--- config.mk ---
export PLATFORM = sky130hd
export DESIGN_NAME = uart_apb_fifo_regs
export DESIGN_NICKNAME = d
export VERILOG_FILES = /design/src/rtl/uart_pkg.sv /design/src/rtl/uart_sync_fifo.sv /design/src/rtl/uart_apb_fifo_regs.sv
export SDC_FILE = /design/constraint.sdc
export NUM_CORES = 1
export LEC_CHECK = 0
export BUFFER_PORTS_ARGS = -buffer_cell sky130_fd_sc_hd__buf_2
export CAP_MARGIN = 20
export CORE_UTILIZATION = 32
export DETAILED_ROUTE_END_ITERATION = 12
export GPL_ROUTABILITY_DRIVEN = 1
export PLACE_DENSITY = 0.46
export SKIP_LAST_GASP = 1
export SYNTH_ARGS = -nofsm -noshare
export SYNTH_HDL_FRONTEND = slang
export SYNTH_SLANG_ARGS = --single-unit
--- constraint.sdc ---
create_clock -name pClk -period 4.1 [get_ports pClk]
set_input_delay 0.82 -clock pClk [delete_from_list [all_inputs] [get_ports pClk]]
set_output_delay 0.82 -clock pClk [all_outputs]
set_load 0.005 [all_outputs]
--- src/rtl/uart_pkg.sv ---
// Shared register map, interrupt bit indices and STATUS field positions for the UART APB front-end.
package uart_pkg;

    localparam logic [7:0] ADDR_DATA     = 8'h00;
    localparam logic [7:0] ADDR_STATUS   = 8'h04;
    localparam logic [7:0] ADDR_CTRL     = 8'h08;
    localparam logic [7:0] ADDR_IRQ_EN   = 8'h0C;
    localparam logic [7:0] ADDR_IRQ_STAT = 8'h10;
    localparam logic [7:0] ADDR_BAUD     = 8'h14;

    localparam int unsigned IRQ_W        = 5;
    localparam int unsigned IRQ_RX_THR   = 0;
    localparam int unsigned IRQ_TX_EMPTY = 1;
    localparam int unsigned IRQ_RX_OVR   = 2;
    localparam int unsigned IRQ_FRAME    = 3;
    localparam int unsigned IRQ_TX_OVF   = 4;

    localparam int unsigned ST_TX_FULL  = 0;
    localparam int unsigned ST_TX_EMPTY = 1;
    localparam int unsigned ST_RX_FULL  = 2;
    localparam int unsigned ST_RX_EMPTY = 3;
    localparam int unsigned ST_TX_LVL   = 8;
    localparam int unsigned ST_RX_LVL   = 16;

    localparam int unsigned DATA_FE_BIT = 9;

    typedef struct packed {
        logic [7:0] rx_thresh;
        logic       rx_en;
        logic       tx_en;
    } ctrl_t;

endpackage

--- src/rtl/uart_sync_fifo.sv ---
// First-word-fall-through synchronous FIFO; a push into a full FIFO is accepted only alongside a real pop.
module uart_sync_fifo #(
    parameter int unsigned WIDTH = 8,
    parameter int unsigned DEPTH = 16
) (
    input  logic                     clk,
    input  logic                     rst,
    input  logic                     push,
    input  logic                     pop,
    input  logic [WIDTH-1:0]         din,
    output logic [WIDTH-1:0]         dout,
    output logic                     full,
    output logic                     empty,
    output logic [$clog2(DEPTH):0]   level
);
    localparam int unsigned AW = $clog2(DEPTH);
    localparam int unsigned LW = AW + 1;

    logic [AW-1:0]    wr_ptr_q, wr_ptr_d;
    logic [AW-1:0]    rd_ptr_q, rd_ptr_d;
    logic [LW-1:0]    level_q, level_d;
    logic [WIDTH-1:0] mem_q [DEPTH];
    logic [WIDTH-1:0] mem_d [DEPTH];
    logic             push_ok, pop_ok;

    assign full  = (level_q == LW'(DEPTH));
    assign empty = (level_q == '0);
    assign level = level_q;
    assign dout  = empty ? '0 : mem_q[rd_ptr_q];

    always_comb begin
        pop_ok   = pop && !empty;
        push_ok  = push && (!full || pop_ok);
        mem_d    = mem_q;
        if (push_ok) begin
            mem_d[wr_ptr_q] = din;
        end
        wr_ptr_d = wr_ptr_q + AW'(push_ok);
        rd_ptr_d = rd_ptr_q + AW'(pop_ok);
        level_d  = level_q + LW'(push_ok) - LW'(pop_ok);
    end

    always_ff @(posedge clk or posedge rst) begin
        if (rst) begin
            wr_ptr_q <= '0;
            rd_ptr_q <= '0;
            level_q  <= '0;
        end else begin
            wr_ptr_q <= wr_ptr_d;
            rd_ptr_q <= rd_ptr_d;
            level_q  <= level_d;
        end
    end

    // Storage needs no reset: dout is gated while empty.
    always_ff @(posedge clk) begin
        mem_q <= mem_d;
    end

endmodule

--- src/rtl/uart_apb_fifo_regs.sv ---
// APB register front-end for the UART: TX/RX FIFOs, baud divisor, maskable interrupts with sticky errors.
module uart_apb_fifo_regs
    import uart_pkg::*;
#(
    parameter int unsigned DATA_W       = 8,
    parameter int unsigned TX_DEPTH     = 16,
    parameter int unsigned RX_DEPTH     = 16,
    parameter logic [15:0] BAUD_DIV_RST = 16'd325
) (
    input  logic              pClk,
    input  logic              pReset,
    input  logic              pSel,
    input  logic              pEnable,
    input  logic              pWrite,
    input  logic [31:0]       pAddr,
    input  logic [31:0]       pWdata,
    output logic [31:0]       pReadData,
    output logic [DATA_W-1:0] tx_data,
    output logic              tx_valid,
    input  logic              tx_ready,
    input  logic [DATA_W-1:0] rx_data,
    input  logic              rx_valid,
    input  logic              rx_frame_err,
    output logic [15:0]       baud_div,
    output logic              irq
);
    localparam int unsigned TX_LW = $clog2(TX_DEPTH) + 1;
    localparam int unsigned RX_LW = $clog2(RX_DEPTH) + 1;
    localparam int unsigned RX_W  = DATA_W + 1;

    ctrl_t            ctrl_q, ctrl_d;
    logic [IRQ_W-1:0] irq_en_q, irq_en_d;
    logic [15:0]      baud_q, baud_d;
    logic             rx_ovr_q, rx_ovr_d;
    logic             frame_q, frame_d;
    logic             tx_ovf_q, tx_ovf_d;
    logic             irq_q, irq_d;

    logic [7:0]       addr;
    logic             wr_en, rd_en;
    logic             tx_push, tx_pop, tx_full, tx_empty;
    logic             rx_push, rx_pop, rx_full, rx_empty;
    logic [TX_LW-1:0] tx_level;
    logic [RX_LW-1:0] rx_level;
    logic [RX_W-1:0]  rx_dout;
    logic             tx_ovf_set, rx_ovr_set, frame_set, rx_thr;
    logic [IRQ_W-1:0] irq_stat;
    logic             unused_ok;

    assign addr      = pAddr[7:0];
    assign wr_en     = pSel && pEnable && pWrite;
    assign rd_en     = pSel && pEnable && !pWrite;
    assign unused_ok = ^{pAddr, pWdata};

    assign tx_valid   = ctrl_q.tx_en && !tx_empty;
    assign tx_push    = wr_en && (addr == ADDR_DATA);
    assign tx_pop     = tx_valid && tx_ready;
    assign tx_ovf_set = tx_push && tx_full && !tx_pop;

    assign rx_push    = rx_valid && ctrl_q.rx_en;
    assign rx_pop     = rd_en && (addr == ADDR_DATA) && !rx_empty;
    assign rx_ovr_set = rx_push && rx_full && !rx_pop;
    assign frame_set  = rx_push && rx_frame_err;

    uart_sync_fifo #(.WIDTH(DATA_W), .DEPTH(TX_DEPTH)) u_tx_fifo (
        .clk   (pClk),
        .rst   (pReset),
        .push  (tx_push),
        .pop   (tx_pop),
        .din   (pWdata[DATA_W-1:0]),
        .dout  (tx_data),
        .full  (tx_full),
        .empty (tx_empty),
        .level (tx_level)
    );

    uart_sync_fifo #(.WIDTH(RX_W), .DEPTH(RX_DEPTH)) u_rx_fifo (
        .clk   (pClk),
        .rst   (pReset),
        .push  (rx_push),
        .pop   (rx_pop),
        .din   ({rx_frame_err, rx_data}),
        .dout  (rx_dout),
        .full  (rx_full),
        .empty (rx_empty),
        .level (rx_level)
    );

    assign rx_thr = (ctrl_q.rx_thresh != 8'd0) && (8'(rx_level) >= ctrl_q.rx_thresh);

    always_comb begin
        irq_stat               = '0;
        irq_stat[IRQ_RX_THR]   = rx_thr;
        irq_stat[IRQ_TX_EMPTY] = tx_empty;
        irq_stat[IRQ_RX_OVR]   = rx_ovr_q;
        irq_stat[IRQ_FRAME]    = frame_q;
        irq_stat[IRQ_TX_OVF]   = tx_ovf_q;
    end

    // Register writes, then sticky sets so a same-cycle set beats W1C.
    always_comb begin
        ctrl_d   = ctrl_q;
        irq_en_d = irq_en_q;
        baud_d   = baud_q;
        rx_ovr_d = rx_ovr_q;
        frame_d  = frame_q;
        tx_ovf_d = tx_ovf_q;
        if (wr_en) begin
            case (addr)
                ADDR_CTRL: begin
                    ctrl_d.tx_en     = pWdata[0];
                    ctrl_d.rx_en     = pWdata[1];
                    ctrl_d.rx_thresh = pWdata[15:8];
                end
                ADDR_IRQ_EN: irq_en_d = pWdata[IRQ_W-1:0];
                ADDR_IRQ_STAT: begin
                    if (pWdata[IRQ_RX_OVR]) rx_ovr_d = 1'b0;
                    if (pWdata[IRQ_FRAME])  frame_d  = 1'b0;
                    if (pWdata[IRQ_TX_OVF]) tx_ovf_d = 1'b0;
                end
                ADDR_BAUD: baud_d = pWdata[15:0];
                default: ;
            endcase
        end
        if (rx_ovr_set) rx_ovr_d = 1'b1;
        if (frame_set)  frame_d  = 1'b1;
        if (tx_ovf_set) tx_ovf_d = 1'b1;
        irq_d = |(irq_stat & irq_en_q);
    end

    always_ff @(posedge pClk or posedge pReset) begin
        if (pReset) begin
            ctrl_q   <= '0;
            irq_en_q <= '0;
            baud_q   <= BAUD_DIV_RST;
            rx_ovr_q <= 1'b0;
            frame_q  <= 1'b0;
            tx_ovf_q <= 1'b0;
            irq_q    <= 1'b0;
        end else begin
            ctrl_q   <= ctrl_d;
            irq_en_q <= irq_en_d;
            baud_q   <= baud_d;
            rx_ovr_q <= rx_ovr_d;
            frame_q  <= frame_d;
            tx_ovf_q <= tx_ovf_d;
            irq_q    <= irq_d;
        end
    end

    assign baud_div = baud_q;
    assign irq      = irq_q;

    always_comb begin
        pReadData = '0;
        if (pSel && !pWrite) begin
            case (addr)
                ADDR_DATA: begin
                    pReadData              = 32'(rx_dout[DATA_W-1:0]);
                    pReadData[DATA_FE_BIT] = rx_dout[DATA_W];
                end
                ADDR_STATUS: begin
                    pReadData[ST_TX_FULL]      = tx_full;
                    pReadData[ST_TX_EMPTY]     = tx_empty;
                    pReadData[ST_RX_FULL]      = rx_full;
                    pReadData[ST_RX_EMPTY]     = rx_empty;
                    pReadData[ST_TX_LVL +: 8]  = 8'(tx_level);
                    pReadData[ST_RX_LVL +: 8]  = 8'(rx_level);
                end
                ADDR_CTRL:     pReadData = {16'h0, ctrl_q.rx_thresh, 6'h0, ctrl_q.rx_en, ctrl_q.tx_en};
                ADDR_IRQ_EN:   pReadData = 32'(irq_en_q);
                ADDR_IRQ_STAT: pReadData = 32'(irq_stat);
                ADDR_BAUD:     pReadData = 32'(baud_q);
                default:       pReadData = '0;
            endcase
        end
    end

endmodule

Word level (Yosys, flattened, before mapping)
Cells that the tools add are included.
{ "word_totals": {"register_bits": 333, "input_bits": 80, "out_inout_bits": 58, "word_cells": 155} }
{ "classes": {"addsub": 8, "magnitude_cmp": 7, "n_eq_ne": 7, "muxes": 30, "bitwise_logic": 5, "n_reduce_logical": 51} }
{ "ops": {"columns": ["cell", "count"], "rows": [
  ["144-bit bitwise mux", 1],
  ["128-bit bitwise mux", 1],
  ["13-bit case mux with 4 select lines", 1],
  ["9-bit binary-select mux with 4-bit select", 1],
  ["9-bit demux with 4-bit select", 1],
  ["9-bit 2-to-1 mux", 4],
  ["8-bit binary-select mux with 4-bit select", 1],
  ["8-bit demux with 4-bit select", 1],
  ["8-bit 2-to-1 mux", 4],
  ["4-bit case mux with 6 select lines", 1],
  ["1-bit logical AND", 22],
  ["21-bit 2-to-1 mux", 1],
  ["5-bit greater-or-equal comparator (second input constant)", 4],
  ["4-bit NOT with 5-bit output", 4],
  ["2-bit nonzero test", 9],
  ["4-bit by 1-bit adder with 4-bit output", 4],
  ["8-bit by 4-bit == test with 1-bit output (second input constant)", 2],
  ["8-bit by 5-bit == test with 1-bit output (second input constant)", 2],
  ["4-bit case mux with 4 select lines", 1],
  ["1-bit 2-to-1 mux", 12],
  ["5-bit by 1-bit adder with 5-bit output", 2],
  ["5-bit == test (second input constant)", 2],
  ["5-bit zero test", 2],
  ["5-bit by 1-bit less-than comparator with 1-bit output (second input constant)", 2],
  ["11 further kinds", 23]
]} }

Longest topological paths before layout
Gate-level depths: netlist of the first run.
{ "logic_depth": {"ltp_word": 9, "depth_mapped": 13} }

By module
Synthesis of the first run repeated with hierarchy kept, for this count alone.
{ "unflattened": {"cells_unflattened": 799, "hier_area_um2": 14402.6} }
{ "by_module_without_submodules": {"columns": ["mod", "instances", "cells_each", "area_per_inst_um2"], "rows": [
  ["uart_sync_fifo (u_rx_fifo)", 1, 306, 6418.7],
  ["uart_sync_fifo (u_tx_fifo)", 1, 281, 5709.2],
  ["uart_apb_fifo_regs", 1, 212, 2274.7]
]} }

Worst setup path before layout of the first run
No wires, ideal clock.
{ "synth_timing": {"kind": "input-to-reg", "start": "input port pAddr[0]", "end": "register u_rx_fifo.level_q[4] (netlist: u_rx_fifo.level[4])", "setup_time_ns": 0.123, "t_arrival_ns": 3.008, "required_ns": 3.977, "path_slack_ns": 0.969, "path_stages": 12, "cell_sequence": "nor4_4 -> nand2b_2 -> nor3_2 -> and2_1 -> ha_1 -> inv_1 -> ha_1 -> fa_1 -> a21oi_1 -> nor2_1 -> nor2_1 -> xnor2_1"} }
{ "synth_via": {"elab_chain_cells": 8} }
{ "synth_rtl": {"columns": ["element", "line_no", "source"], "rows": [
  ["start: declaration", "uart_apb_fifo_regs.sv:15", "input logic [31:0] pAddr,"],
  ["8-bit zero test *", "uart_apb_fifo_regs.sv:61", "assign rx_pop = rd_en && (addr == ADDR_DATA) && !rx_empty;"],
  ["1-bit logical AND * (2 in series)", "uart_apb_fifo_regs.sv:61", null],
  ["1-bit logical AND *", "uart_sync_fifo.sv:32", "pop_ok = pop && !empty;"],
  ["1-bit logical OR", "uart_sync_fifo.sv:33", "push_ok = push && (!full || pop_ok);"],
  ["1-bit logical AND", "uart_sync_fifo.sv:33", null],
  ["5-bit by 1-bit adder with 5-bit output", "uart_sync_fifo.sv:40", "level_d = level_q + LW'(push_ok) - LW'(pop_ok);"],
  ["5-bit by 1-bit subtractor with 5-bit output *", "uart_sync_fifo.sv:40", null],
  ["named net u_rx_fifo.level_d[4]", "uart_sync_fifo.sv:21", "logic [LW-1:0] level_q, level_d;"],
  ["end signal: assignment", "uart_sync_fifo.sv:51", "level_q <= level_d;"],
  ["end: declaration", "uart_sync_fifo.sv:21", null]
]} }
Mark *: on every way through the listed nets, which the timed path passes. The rest lies on a longest branch.
A chain may end at the register's enable or synchronous reset.

Worst setup path in the final report of the first run
{ "layout_timing": {"start": "register u_rx_fifo.rd_ptr_q[0]", "end": "output port pReadData[9]"} }
{ "layout_via": {"elab_chain_cells": 7} }
{ "layout_rtl": {"columns": ["element", "line_no", "source"], "rows": [
  ["start: declaration", "uart_sync_fifo.sv:20", "logic [AW-1:0] rd_ptr_q, rd_ptr_d;"],
  ["start signal: assignment", "uart_sync_fifo.sv:50", "rd_ptr_q <= rd_ptr_d;"],
  ["4-bit NOT with 5-bit output (not written as such)", "uart_sync_fifo.sv:29", "assign dout = empty ? '0 : mem_q[rd_ptr_q];"],
  ["9-bit binary-select mux with 4-bit select", "uart_sync_fifo.sv:29", null],
  ["9-bit 2-to-1 mux (not written as such) (2 in series)", "uart_sync_fifo.sv:29", null],
  ["9-bit 2-to-1 mux", "uart_sync_fifo.sv:29", null],
  ["13-bit case mux with 4 select lines", "uart_apb_fifo_regs.sv:157", "case (addr)"],
  ["21-bit 2-to-1 mux", "uart_apb_fifo_regs.sv:156", "if (pSel && !pWrite) begin"],
  ["end: declaration", "uart_apb_fifo_regs.sv:17", "output logic [31:0] pReadData,"]
]} }
No other way between the ends. The select of a mux whose other input is x is not followed.

==> results of run 1 <==
area by class of cell:
class	instances	area, µm²
Clock inverter	25	189
Inverter	17	63.8
Timing Repair Buffer	145	898
Sequential cell	333	9700
Clock buffer	43	991
Multi-Input combinational cell	391	4070
Fill cell	4032	26500
Tap cell	585	732
worst register-to-register path, stage by stage (launching register included):
cell and delay [ns]:
dfrtp_1 0.39, inv_1 0.10, ha_1 0.16, nor4b_2 0.51, nor2b_1 0.16, and2_1 0.22, ha_1 0.27, inv_1 0.04
ha_1 0.20, fa_1 0.40, a21oi_1 0.17, nor2_1 0.06, nor2_1 0.11, xnor2_1 0.13
cells by family (layout without fill, tap and decap cells):
| family | Yosys count | after routing | share of synthesized area |
|---|---|---|---|
| AND/OR/NAND/NOR | 149 | 149 | 0.0580 |
| AO/OA/AOI/OAI | 51 | 51 | 0.0239 |
| other | 1 | 11 | 0.000267 |
| adder cells (fa/ha/maj) | 27 | 27 | 0.0251 |
| flip-flops | 333 | 333 | 0.691 |
| multiplexers | 137 | 137 | 0.170 |
| buffers and inverters | 64 | 230 | 0.0220 |
| XOR/XNOR | 16 | 16 | 0.00998 |
final timing paths:
check | start | endpoint | cells after the start
max reg2reg | u_tx_fifo.level[2] | u_tx_fifo.level[4] | 13
max | u_rx_fifo.rd_ptr_q[0] | pReadData[9] | 6
min in group pClk | rx_ovr_q | rx_ovr_q | 1
min reg2reg | rx_ovr_q | rx_ovr_q | 1
min | pReset | irq | 2
max in group asynchronous | pReset | u_rx_fifo.rd_ptr_q[0] | 3
routing by layer:
layer	track usage	vias to the layer above	share of wire	wire, µm
li1	-	3365	-	-
met1	0.208	3785	0.44	14700
met2	0.248	144	0.49	16200
met3	0.0283	42	0.049	1630
met4	0.0465	0	0.019	620
met5	0	-	0	0
cells in the final DEF, fill, tap and decap left out, types with 4 or more instances in the layout:
cell	instances
a21o_1	4
a21oi_1	19
a22oi_1	7
and2_1	7
buf_2	86
buf_4	57
clkbuf_1	4
clkbuf_16	39
clkinv_1	8
clkinv_2	8
conb_1	11
dfrtp_1	55
dfstp_2	4
edfxtp_1	272
ha_1	25
inv_1	16
mux2_2	38
mux2i_1	22
mux4_2	77
nand2_1	20
nand2b_1	7
nand3_1	8
nand3b_1	5
nor2_1	49
nor2b_1	12
nor3_1	11
o211ai_1	5
o21ai_0	4
xnor2_1	8
xor2_1	8
registers in the layout, summed over array words and instances (netlist names), 5 cells and up:
name             count
u_rx_fifo.mem_q    144
u_tx_fifo.mem_q    128
baud_div            16
ctrl_q              10
irq_en_q             5
u_rx_fifo.level      5
u_tx_fifo.level      5
power by group through the flow:
| stage | sequential, W | combinational, W | clock, W |
|---|---|---|---|
| 6_report | 0.00380 | 0.000582 | 0.00321 |
| 5_1_grt | 0.00381 | 0.000650 | 0.00343 |
| 4_1_cts | 0.00380 | 0.000595 | 0.00331 |
| 3_5_place_dp | 0.00387 | 0.000591 | 0 |
| 3_3_place_gp | 0.00387 | 0.000585 | 0 |
| 2_1_floorplan | 0.00383 | 0.000433 | 0 |
per-stage QoR:
stage	hold WS, ns	setup slack [ns]	utilization
after floorplan	0.467	0.969	-
after global placement	0.509	0.612	0.358
after detailed placement	0.506	0.607	0.358
after CTS	0.323	0.206	0.386
after global routing	0.359	0.100	0.386
final	0.320	0.311	0.386
==> run_results.csv, run 1 <==
group,metric,value,unit
critical_path,cp.arrival,2.97,ns
final_layout,antenna_cells,0,
cts,numCtsBuffers,38,
drt,first_pass_iters,4,
timing,slew_headroom,0.511,
drt,wire_per_inst,21.6,µm
critical_path,crit_path_top_delay_cell,"dfrtp_2",
timing,finalSetupViolCount,0,
synthesis,syn_inst,778,
cts,htreeDepth,2,
floorplanning,die_x,211,µm
floorplanning,die_h,211,µm
drt,drt-vias-per-instance,4.77,
power,swShare,0.226,
timing,hold_viol_final,0,
critical_path,r2r_slack,1.10,ns
timing,timing.final.crit_share,0.924,
power,comb_power_share,0.077,
cts,ctsHoldBuffers,0,
floorplanning,initial_core_util,0.325,
synthesis,synth.most_common_cell,"edfxtp_1",
drt,vias,7336,
synthesis,synth_flop_cell,"edfxtp_1",
synthesis,syn-cell-area,14000,µm²
cts,post-cts-setup-buffer-count,0,
critical_path,crit_family,"multiplexers",
synthesis,yosys-top-cells-count,"272 x edfxtp_1, 77 x mux4_2, 57 x dfrtp_1, 49 x nor2_1, 38 x mux2_2",
critical_path,crit_fanout,15,
final_layout,final_layout_size_suffix_gt1_frac,0.346,
synthesis,yosysSeqAreaShare,0.691,
synthesis,netlist.area_leader.share,0.582,
synthesis,ys_types,57,
synthesis,synthTopCellsByArea,"edfxtp_1 58%, mux4_2 12%, dfrtp_1 10%",
critical_path,critPathKind,"reg -> out",
synthesis,async_flop_share,0.183,
cts,cts-root-buf,"clkbuf_16",
critical_path,crit_chain,"buf_4 > mux4_2 > mux2_2 > o211ai_1 > a21oi_1 > buf_2",
grt,track_usage,0.153,
timing,timing.fmax,264,MHz
grt,first_global_vias,7667,
cts,clock_latency,0.54,ns
grt,grt_pass1_wl,49.8,mm
critical_path,cp-start-kind,"flip-flop",
drt,ant_nets,0,
synthesis,synth-edff-count,272,
power,total_leakage_power,5.92,nW
timing,finClkSkew,0.0183,ns
min_path,hold_path_class,"in -> async",
synthesis,yosys_warnings,0,
cts,cts_resized,0,
power,irDropWorstVdd,304,µV
floorplanning,dieArea,44700,µm²
power,p_sw,0.00172,W
timing,tightest_slew,0.731,ns
grt,overflow,0,
critical_path,end_kind,"output port",
power,power.density,456,nW/µm²
cts,path_clk_slew,0.06,ns
grt,antenna_found_initial,1,
status,status,"finished, final reports clean",
final_layout,layoutNonFillerInstCount,1539,
floorplanning,core-area,43200,µm²
drt,drc_errors,0,
final_layout,final_cell_area,16600,µm²
critical_path,required,3.28,ns
cts,cts_tree,"yes",
final_layout,fin_nets,1033,
grt,grt_max_degree,39,
timing,period_needed,3.79,ns
power,pwr-share-clk,0.423,
drt,drt_wl_total,33.2,mm
placed_design,dp.cells,1471,
timing,final.setup.tns,0,ns
synthesis,ys_seq_elements,333,
placed_design,gp_congestion,0.752,
synthesis,syn_avg_cell_area,18.0,µm²
power,p_seq_frac,0.501,
timing,slew_viol_final,0,
placed_design,place_area,15500,µm²
power,p_int,0.00587,W
synthesis,synth_top_area_cell,"edfxtp_1",
final_layout,area_growth,18.6,%
cts,clkSinkCount,333,
floorplanning,pin_count,138,
power,total_power,0.00759,W
timing,rsz0062_at_grt,"no",
placed_design,io_buffers,86,
placed_design,hpwl,22.5,mm
drt,drtIter0Drc,351,
critical_path,critPathMaxStageDelay,0.65,ns
floorplanning,num_rows,76,
critical_path,path_buf_inv,2,
cts,clock_tree.buffer_depth,3,
job,maxCapViolations,0,
No activity file was read; power rests on OpenSTA's default activity.
==> run 2: changes to the inputs <==
==> constraint.sdc (replaced) <==
create_clock -name pClk -period 4.1 [get_ports pClk]
set_input_delay 0.615 -clock pClk [delete_from_list [all_inputs] [get_ports pClk]]
set_output_delay 0.615 -clock pClk [all_outputs]
set_load 0.005 [all_outputs]
==> run 2 against run 1 <==
  * Fmax grew 0.93%
  * Combinational power shrank 2%
  * Hold slack worse by 0.078 ns
  * Core utilization is 0.18 points lower
  * Power rose by 0.84%
  * Clock power grew 2%
  * Global-route usage up 0.27 points
  * Routed wire length is 0.93% higher
  * Flip-flop and latch count unchanged
  * Final cell count shrank 0.39%
==> run_results.csv, run 2 (synthesis results as in run 1) <==
group,metric,value,unit
placed_design,io_buffers,86,
floorplanning,dieArea,44700,µm²
final_layout,antenna_cells,0,
drt,drt_wl_total,33.5,mm
critical_path,cp-start-kind,"flip-flop",
grt,grt_max_degree,40,
timing,final.setup.tns,0,ns
grt,overflow,0,
grt,use_met2,0.251,
power,p_sw,0.00173,W
placed_design,dp_slack,0.696,ns
cts,cts_tree,"yes",
critical_path,required,3.48,ns
grt,antenna_found_initial,1,
grt,grt_pass1_wl,50.5,mm
placed_design,dp.cells,1463,
floorplanning,initial_core_util,0.325,
placed_design,gp_congestion,0.743,
floorplanning,pin_count,138,
critical_path,rr_worst_depth,13,
final_layout,top_register,"u_rx_fifo.mem_q",
cts,cts-root-buf,"clkbuf_16",
cts,clock_tree.buffer_depth,3,
timing,timing.final.crit_share,0.916,
placed_design,hpwl,22.2,mm
floorplanning,die_h,211,µm
drt,drt-vias-per-instance,4.75,
power,pwr-share-clk,0.428,
final_layout,n_fill_cell,4058,
power,comb_power_share,0.075,
power,p_seq_frac,0.497,
grt,track_usage,0.156,
cts,clock_latency,0.55,ns
final_layout,seq_area,9700,µm²
critical_path,critPathKind,"reg -> out",
final_layout,layoutNonFillerInstCount,1533,
timing,finClkSkew,0.00911,ns
cts,path_clk_slew,0.06,ns
drt,drtIter0Drc,407,
cts,clkSinkCount,333,
grt,first_global_vias,7732,
final_layout,final_cell_mix,"272 x edfxtp_1, 86 x buf_2, 77 x mux4_2, 55 x dfrtp_1, 51 x buf_4",
min_path,hold_path_class,"in -> async",
timing,slew_headroom,0.430,
drt,vias,7278,
timing,finalSetupViolCount,0,
timing,tightest_slew,0.854,ns
critical_path,reg2reg_from,"u_tx_fifo.level[3]",
timing,timing.fmax,266,MHz
floorplanning,die_x,211,µm
drt,first_pass_iters,5,
grt,grt.met1_usage,0.213,
timing,rsz0062_at_grt,"no",
timing,hold_viol_final,0,
drt,ant_nets,0,
cts,cts_resized,0,
status,status,"finished, final reports clean",
power,total_power,0.00765,W
drt,wire_per_inst,21.8,µm
critical_path,end_kind,"output port",
power,power.density,462,nW/µm²
power,swShare,0.226,
grt,use_met3,0.0283,
timing,period_needed,3.75,ns
floorplanning,core-area,43200,µm²
final_layout,largest_reg_flops,144,
final_layout,final_common_cell,"edfxtp_1",
power,p_int,0.00592,W
critical_path,crit_fanout,18,
critical_path,crit_start,"u_rx_fifo.rd_ptr_q[0]",
final_layout,area_growth,18.0,%
final_layout,final_layout_size_suffix_gt1_frac,0.332,
floorplanning,num_rows,76,
final_layout,fin_util,0.384,
cts,ctsHoldBuffers,0,
cts,numCtsBuffers,38,
final_layout,fin_nets,1025,
cts,post-cts-setup-buffer-count,0,
drt,drc_errors,0,
power,irDropWorstVdd,315,µV
final_layout,multiInputGateArea,4070,µm²
critical_path,cp.arrival,3.14,ns
grt,top_usage_layer,"met2",
timing,final.setup.worst_slack,0.346,ns
power,total_leakage_power,5.87,nW
job,maxCapViolations,0,
timing,slew_viol_final,0,
cts,htreeDepth,2,
-- run 2: cell types whose count changed in the layout (fill, tap and decap cells not counted) --
| cell | before | now |
|---|---|---|
| buf_12 | 2 | 0 |
| bufinv_16 | 2 | 3 |
| clkinvlp_4 | 2 | 0 |
| clkinv_2 | 8 | 4 |
| clkbuf_16 | 39 | 38 |
| buf_4 | 57 | 51 |
| clkbuf_1 | 4 | 13 |
| inv_6 | 3 | 2 |
| clkinv_4 | 2 | 0 |
| clkinv_8 | 0 | 1 |
| clkbuf_8 | 0 | 1 |
-- run 2: worst max-delay path, cell delays in order, from the launching register on --
cell      delay [ns]
dfrtp_2         0.78
buf_4           0.41
mux4_2          0.55
mux2_2          0.27
o211ai_1        0.29
a21oi_1         0.14
buf_2           0.15
-- run 2: per-stage QoR --
step	cell area [µm²]	hold slack, ns
2_1_floorplan	14100	0.467
3_3_place_gp	15400	0.516
3_5_place_dp	15400	0.513
4_1_cts	16600	0.261
5_1_grt	16600	0.290
6_report	16600	0.242
-- run 2: path summary, 6_finish.rpt --
kind	slack [ns]	endpoint
max	0.35	pReadData[9]
min in group pClk	0.31	ctrl_q[8]
max reg2reg	1.14	u_tx_fifo.level[4]
min reg2reg	0.53	rx_ovr_q
min	0.24	baud_div[5]
max in group asynchronous	2.97	baud_div[2]
-- run 2: power groups by stage --
stage               Combinational [W]  Sequential [W]  Clock (W)
floorplan                    0.000433         0.00383          0
global placement             0.000577         0.00388          0
detailed placement           0.000581         0.00388          0
CTS                          0.000585         0.00381    0.00339
global route                 0.000651         0.00382    0.00350
finish                       0.000572         0.00381    0.00327
-- run 2: final cells by class --
| cell class | count | share of cell area |
|---|---|---|
| Multi-Input combinational cell | 391 | 0.246 |
| Timing Repair Buffer | 137 | 0.0491 |
| Clock buffer | 52 | 0.0612 |
| Inverter | 17 | 0.00385 |
| Sequential cell | 333 | 0.585 |
| Tap cell | 585 | 0.0442 |
| Clock inverter | 18 | 0.0105 |
-- run 2: layer usage --
| layer | routed length (µm) | vias to the layer above |
|---|---|---|
| met5 | 0 | - |
| met4 | 612 | 0 |
| met3 | 1290 | 40 |
| met2 | 16200 | 121 |
| met1 | 15400 | 3781 |
| li1 | - | 3336 |
==> run 3: changes to the inputs <==
--- a/config.mk
+++ b/config.mk
@@ -8,6 +8,7 @@
 export BUFFER_PORTS_ARGS = -buffer_cell sky130_fd_sc_hd__buf_2
 export CAP_MARGIN = 20
 export CORE_UTILIZATION = 32
+export CTS_BUF_LIST = sky130_fd_sc_hd__clkbuf_4
 export DETAILED_ROUTE_END_ITERATION = 12
 export GPL_ROUTABILITY_DRIVEN = 1
 export PLACE_DENSITY = 0.46
==> run 3 against run 2 <==
  * Final cell count increased by 6.7%
  * Non-clock buffer count increased by 6
  * Register-to-register slack about the same
  * Sequential share of layout area decreased by 0.20 points
  * Fmax decreased by 1.7%
  * Design area increased by 0.36%
  * Clock skew increased by 0.045 ns
  * Via count increased by 6.0%
  * Largest cell class unchanged
  * Power decreased by 3.9%
  * Sequential power about the same
  * Die area unchanged
  * Routed wire length increased by 1.2%
  * Critical endpoint is now tx_data[7]
==> run_results.csv, run 3 (synthesis results as in run 1) <==
group,metric,value,unit
cts,clock_tree.buffer_depth,3,
timing,period_needed,3.82,ns
final_layout,largest_reg_flops,144,
final_layout,fin_nets,1084,
placed_design,place_area,15400,µm²
min_path,min_path_cells,2,
critical_path,required,3.48,ns
power,total_power,0.00736,W
final_layout,top_register,"u_rx_fifo.mem_q",
critical_path,critPathKind,"reg -> out",
timing,timing.fmax,262,MHz
status,status,"finished, final reports clean",
drt,ant_nets,0,
placed_design,hpwl,22.2,mm
timing,rsz0062_at_grt,"no",
drt,met1_length,15.3,mm
floorplanning,die_h,211,µm
critical_path,rr_worst_depth,13,
drt,drt_wl_total,33.9,mm
timing,slew_viol_final,0,
min_path,worstHoldStart,"pWdata[11]",
min_path,worstHoldEndpoint,"ctrl_q[5]",
cts,cts-root-buf,"clkbuf_4",
grt,grt_pass1_wl,51.3,mm
final_layout,final_common_cell,"edfxtp_1",
power,total_leakage_power,6.01,nW
grt,antenna_found_initial,3,
drt,vias,7715,
timing,final.setup.worst_slack,0.279,ns
drt,drtIter0Drc,412,
timing,timing.final.crit_share,0.932,
timing,final.setup.tns,0,ns
critical_path,reg2reg_from,"u_tx_fifo.level[3]",
drt,wire_per_inst,20.7,µm
final_layout,final_cell_area,16600,µm²
cts,numCtsBuffers,91,
timing,slew_headroom,0.432,
power,power.density,442,nW/µm²
drt,first_pass_iters,4,
cts,cts_tree,"yes",
critical_path,crit_start,"u_tx_fifo.rd_ptr_q[0]",
floorplanning,die_x,211,µm
placed_design,gp_congestion,0.743,
timing,finalSetupViolCount,0,
floorplanning,num_rows,76,
min_path,hold_path_class,"in -> reg",
drt,route.met3.wl,1.59,mm
placed_design,io_buffers,86,
cts,clkSinkCount,333,
drt,top_layer,"met4",
floorplanning,initial_core_util,0.325,
timing,finClkSkew,0.0543,ns
placed_design,dp_slack,0.696,ns
critical_path,cp-start-kind,"flip-flop",
final_layout,area_growth,18.5,%
critical_path,end_kind,"output port",
power,irDropWorstVdd,185,µV
grt,track_usage,0.158,
cts,clock_latency,0.80,ns
grt,first_global_vias,8264,
drt,drc_errors,0,
job,maxCapViolations,0,
critical_path,crit_fanout,17,
floorplanning,dieArea,44700,µm²
final_layout,fin_util,0.385,
cts,path_clk_slew,0.06,ns
grt,grt_max_degree,40,
floorplanning,pin_count,138,
timing,tightest_slew,0.851,ns
critical_path,cp.arrival,3.21,ns
drt,drt-vias-per-instance,4.72,
critical_path,reg2reg_to,"u_tx_fifo.level[4]",
timing,hold_viol_final,0,
final_layout,final_layout_size_suffix_gt1_frac,0.392,
critical_path,r2r_slack,1.14,ns
grt,overflow,0,
cts,htreeDepth,3,
drt,wl_met2,16.3,mm
floorplanning,core-area,43200,µm²
final_layout,final_cell_mix,"272 x edfxtp_1, 136 x clkbuf_4, 86 x buf_2, 77 x mux4_2, 55 x dfrtp_1",
==> run 3: cell types whose count changed in the layout (fill, tap and decap cells not counted), moves of 3 or more <==
| cell | change |
|---|---|
| clkinv_1 | +11 |
| clkbuf_4 | +136 |
| diode_2 | +3 |
| clkbuf_16 | -38 |
| dlygate4sd3_1 | +6 |
| clkbuf_1 | -13 |
==> run 3: repair_timing <==
item,4_1_cts,5_1_grt
hold endpoints to repair,31,0
setup endpoints to repair,0,2
resized for setup,0,1
hold buffers,6,0
buffers inserted,0,0
==> run 3: worst max path at each step <==
stage / depth (start not counted) / to / slack [ns]
finish: 5 / tx_data[7] / 0.28
global route: 5 / tx_data[7] / 0.05
CTS: 6 / pReadData[9] / 0.03
detailed placement: 7 / u_rx_fifo.mem_q[124] / 0.70
global placement: 7 / u_rx_fifo.mem_q[138] / 0.72
floorplan: 12 / u_rx_fifo.level[4] / 1.17
==> run 3: metal layers <==
layer  track usage  vias up
met4        0.0580        0
li1              -     3514
met2         0.251      177
met1         0.210     3967
met5             0        -
met3        0.0372       57
==> run 3: layout make-up <==
cell class / instances / area (µm²)
diodes: 3 / 7.51
fillers: 4124 / 26500
repair buffers: 143 / 873
clock inverters: 28 / 156
inverters: 17 / 63.8
clock buffers: 136 / 1020
flip-flops and latches: 333 / 9700
multi-input cells: 391 / 4070
well taps: 585 / 732
==> run 3: worst max-delay path: stages, from the launching register on <==
cell	delay, ns
dfrtp_2	0.77
buf_4	0.36
mux4_2	0.56
mux4_2	0.47
nor2b_1	0.15
buf_2	0.12
==> run 3: report_power, final <==
| part | switching (W) | internal (W) |
|---|---|---|
| logic | 0.000288 | 0.000285 |
| clock network | 0.00139 | 0.00158 |
| registers | 0.0000905 | 0.00372 |
==> run 3: per-stage QoR <==
step / hold slack, ns / cells
after floorplan: 0.467 / 788
final: 0.0802 / 1636
after global routing: 0.00101 / 1636
after global placement: 0.516 / 1463
after detailed placement: 0.513 / 1463
after CTS: 0.00254 / 1633
